$ cat config.mk
export PLATFORM = sky130hd
export DESIGN_NAME = adder_pipe_vr
export DESIGN_NICKNAME = d
export VERILOG_FILES = /design/src/rtl/adder_pipe_vr.sv
export SDC_FILE = /design/constraint.sdc
export NUM_CORES = 1
export LEC_CHECK = 0
export BUFFER_PORTS_ARGS = -buffer_cell sky130_fd_sc_hd__buf_2
export CORE_MARGIN = 1.5
export CORE_UTILIZATION = 49
export CTS_CLUSTER_DIAMETER = 120
export DETAILED_ROUTE_END_ITERATION = 8
export GPL_ROUTABILITY_DRIVEN = 0
export PLACE_DENSITY = 0.73
export SYNTH_ARGS = -nofsm -noshare
export SYNTH_HDL_FRONTEND = slang
export SYNTH_SLANG_ARGS = --single-unit
$ cat constraint.sdc
create_clock -name clk -period 1.2 [get_ports clk]
set_input_delay 0.06 -clock clk [delete_from_list [all_inputs] [get_ports clk]]
set_output_delay 0.06 -clock clk [all_outputs]
set_load 0.01 [all_outputs]
$ cat src/rtl/adder_pipe_vr.sv
// adder_pipe_vr: pipelined add/subtract unit with carry-in, carry-out and
// two's-complement overflow. The result moves through STAGES registered stages
// under valid/ready handshakes. All stages stall together.
//
// Ports:
//   clk        in   single clock, rising-edge
//   rst        in   asynchronous active-high reset
//   in_valid   in   operand set valid
//   in_ready   out  operand set accepted this cycle (pure function of output side)
//   a, b       in   WIDTH-bit operands
//   ci         in   carry-in (add) / borrow-in (sub)
//   sub        in   0 = add, 1 = subtract
//   out_valid  out  result valid
//   out_ready  in   downstream accepts result
//   sum        out  WIDTH-bit result
//   co         out  raw adder carry-out (no-borrow when subtracting)
//   ovf        out  signed overflow
//   busy       out  any stage holds a valid entry
module adder_pipe_vr #(
    parameter int WIDTH  = 4,
    parameter int STAGES = 2
) (
    input  logic             clk,
    input  logic             rst,
    input  logic             in_valid,
    output logic             in_ready,
    input  logic [WIDTH-1:0] a,
    input  logic [WIDTH-1:0] b,
    input  logic             ci,
    input  logic             sub,
    output logic             out_valid,
    input  logic             out_ready,
    output logic [WIDTH-1:0] sum,
    output logic             co,
    output logic             ovf,
    output logic             busy
);

    if (WIDTH < 1) begin : g_bad_width
        $error("adder_pipe_vr: WIDTH must be >= 1");
    end
    if (STAGES < 1) begin : g_bad_stages
        $error("adder_pipe_vr: STAGES must be >= 1");
    end

    // Payload layout: {co, ovf, sum}
    localparam int PW = WIDTH + 2;

    logic [WIDTH-1:0] b_eff;
    logic             cin_eff;
    logic [WIDTH:0]   raw_sum;
    logic             ovf_calc;
    logic [PW-1:0]    payload_d;
    logic             adv;
    logic             xfer;

    logic [STAGES-1:0] valid_q;
    logic [PW-1:0]     payload_q [STAGES];

    // Subtraction is a + ~b + !ci, so a borrow-in becomes a missing +1.
    assign b_eff     = sub ? ~b : b;
    assign cin_eff   = sub ? ~ci : ci;
    assign raw_sum   = {1'b0, a} + {1'b0, b_eff} + {{WIDTH{1'b0}}, cin_eff};
    assign ovf_calc  = (a[WIDTH-1] == b_eff[WIDTH-1]) && (raw_sum[WIDTH-1] != a[WIDTH-1]);
    assign payload_d = {raw_sum[WIDTH], ovf_calc, raw_sum[WIDTH-1:0]};

    // Global stall: the whole pipe moves only when the last stage can empty.
    assign adv      = !out_valid || out_ready;
    assign in_ready = adv;
    assign xfer     = in_valid && adv;

    always_ff @(posedge clk or posedge rst) begin
        if (rst) begin
            valid_q[0]   <= 1'b0;
            payload_q[0] <= '0;
        end else if (adv) begin
            valid_q[0] <= xfer;
            // Payload only loads on a real transfer so undriven operands
            // during bubbles never reach the stage registers.
            if (xfer) begin
                payload_q[0] <= payload_d;
            end
        end
    end

    for (genvar g = 1; g < STAGES; g++) begin : g_stage
        always_ff @(posedge clk or posedge rst) begin
            if (rst) begin
                valid_q[g]   <= 1'b0;
                payload_q[g] <= '0;
            end else if (adv) begin
                valid_q[g]   <= valid_q[g-1];
                payload_q[g] <= payload_q[g-1];
            end
        end
    end

    assign out_valid        = valid_q[STAGES-1];
    assign {co, ovf, sum}   = payload_q[STAGES-1];
    assign busy             = |valid_q;

endmodule

==> metrics <==
R2R depth=5; CP dominant cell by count=fa_2; Skew-Pair Late Insertion Delay=280 ps; Routed WL per cell=12.6 um; failing checks=setup timing; Slew Limit Fails=0; first drt pass iteration count=4; CP max FO=2; Slew headroom=about two thirds; Tot Pwr=between 1.5 and 2 mW; Critical-path top delay cell=fa_2; Clock Tree Buf Depth=2; DRC=0; post-DR vias/cell=around 5.1; flop2flop setup slack=-50 ps; Clock Sinks=14; Post-Route WL=roughly 1600 um; MaxCap Viol Count=0; Synth Area per Inst=10.3 um^2; leakage=roughly 0.56 nW; Layout area overhead=38.8%; Critical R2R Capture=payload_q[6]$_DFFE_PP0P_; register area share after synthesis=~44%; Die Y=43.2 um; antenna fix cells=0; # rows=14; Cell variety after synth=23; Max VDD drop=~0.00075 V; Top Ports=23; CTS tree=built; Setup Skew=approximately 6.5 ps; Max stage delay on crit path=380 ps; part of the cycle the worst path needs=109%; most frequent cells in the layout=nand2_1, buf_2, dfrtp_1, buf_4, buf_6; CP cell instances=buf_6, xor2_2, fa_2, fa_2, a21o_1, a21oi_2, o21ai_1; #FFs+latches synth=14; Worst Hold Depth=3; Mapped Nets=96; antenna-violating nets left=0; Fmax achieved=767 MHz; status=finished with violations; worst-margin pin slew=between 500 and 600 ps; Synth Instances=77; post-route cell area=approximately 1100 um^2; Hold Path Origin=in_valid; layout cell share with drive strength beyond 1=between 40% and 50%; GRT Resource Usage Total=18.1%; Tightest Hold Check Type=in -> reg; Worst Hold End=valid_q[0]$_DFFE_PP0N_; initial antenna violation count=0; DP Area=slightly below 1000 um^2; crit start category=input pin; Top delay family on crit path=adder cells; top cells by area, synth=dfrtp_1, nand2_1, xor2_1, fa_1, ha_1; IO Port Bufs=22; Final Hold Fails=0; Root Buffer=clkbuf_4; share of the synthesized area in the top cell type=between 40% and 50%; RR Startpoint=out_valid$_DFFE_PP0N_; Final nets=between 100 and 150; Critical Path AT=1460 ps; via count=between 600 and 700; RSZ-0062 raised after global routing=true; cell taking the most area after synthesis=dfrtp_1; PwrDens=1400 nW/um^2; number of buffers created by CTS=3; initial core utilization=between 50% and 60%; final setup violation count=5; Die X-Extent=43.2 um; nature of the critical path endpoint=register; largest net degree at the start of global routing=15; Post-DP HPWL=~1100 um; Synthesis Warnings=0; Setup WS post-layout=-103 ps; CP bufs+invs=1; Initial DRC Count=5; Worst EP required=between 1000 and 1500 ps; Clock transition at path regs=approximately 80 ps; Setup Crit Path Kind=in -> reg; H-Tree Depth=1; Mapped Area=793 um^2; GRT overflow=0; commonest non-fill, non-tap cell in the layout=nand2_1; die area=around 1900 um^2; vias in the first global route=650; Period minus WS final=about 1300 ps; first-pass GRT wire length=between 2000 and 3000 um; core outline area=about 1500 um^2
-- cell families (layout without fill, tap and decap cells) --
logic type / count (synthesis) / after routing / share of synthesized area, %
AO/OA/AOI/OAI: 16 / 16 / 13.7
XOR/XNOR: 6 / 6 / 6.62
adder cells (fa/ha/maj): 5 / 5 / 9.78
buffers and inverters: 9 / 41 / 7.10
flip-flops: 14 / 14 / 44.2
multiplexers: 2 / 2 / 3.79
AND/OR/NAND/NOR: 25 / 25 / 14.8
-- worst max path at each step --
stage | start | end | depth (start not counted)
2_1_floorplan | sub | payload_q[11]$_DFFE_PP0P_ | 7
3_3_place_gp | b[0] | payload_q[11]$_DFFE_PP0P_ | 7
3_5_place_dp | b[0] | payload_q[11]$_DFFE_PP0P_ | 7
4_1_cts | b[0] | payload_q[11]$_DFFE_PP0P_ | 7
5_1_grt | b[0] | payload_q[11]$_DFFE_PP0P_ | 7
6_report | b[0] | payload_q[11]$_DFFE_PP0P_ | 7
-- synth_stat cells, drive strengths merged --
| master | n |
|---|---|
| nand2 | 21 |
| dfrtp | 14 |
| buf | 6 |
| o21ai | 6 |
| xor2 | 5 |
| ha | 3 |
| a211oi | 2 |
| a21boi | 2 |
| a21o | 2 |
| a21oi | 2 |
| fa | 2 |
| inv | 2 |
| mux2 | 2 |
| clkinv | 1 |
| nand2b | 1 |
| nand3 | 1 |
| nor2b | 1 |
| o31ai | 1 |
| o41ai | 1 |
| or2 | 1 |
| xnor2 | 1 |
-- what timing repair did --
action | CTS | global route
hold buffers | 1 | 0
gates cloned | 0 | 0
setup endpoints to repair | 6 | 7
hold endpoints to repair | 14 | 0
gates resized for setup | 6 | 6
buffers inserted | 3 | 1
pin swaps | 3 | 1
-- tightest hold or removal path, cell delays in order --
cell,delay (ps)
buf_2,140
nand2_8,80
nand2_1,60
-- metrics by stage --
step | hold slack, ps | TNS [ps] | setup WS (ps) | instances | utilization (%)
finish | 89.6 | -245 | -103 | 125 | 73.1
global route | 115 | -467 | -138 | 125 | 73.1
CTS | 101 | -178 | -92.5 | 124 | 70.7
detailed placement | 116 | -1980 | -460 | 117 | 64.4
global placement | 105 | -1880 | -436 | 117 | 64.4
floorplan | -50.8 | -1340 | -384 | 77 | -
-- layer usage --
layer  wire, um  vias up  global-route usage [%]  part of all wire [%]
li1           -      314                       -                     -
met1        614      305                    18.9                    39
met2        905       19                    34.3                    57
met3         45        2                    2.55                   2.8
met4         14        0                    9.09                  0.89
met5          0        -                       0                     0
-- registers in the layout, summed over array words and instances (netlist names) --
register,count
out_valid,1
payload_q,6
valid_q,1
co,1
sum,4
ovf,1
-- final cells by class --
cell class	count	area, um^2
multi-input cells	54	447
fillers	120	405
flip-flops and latches	14	350
repair buffers	35	245
clock buffers	3	22.5
well taps	16	20.0
inverters	3	16.3
-- power breakdown --
part,switching [mW],internal (mW),leakage (nW)
clock,0.146,0.116,0.0138
combinational,0.291,0.315,0.379
sequential,0.0663,0.603,0.171
total,0.503,1.03,0.564
Power figures use the tool's default switching activity.
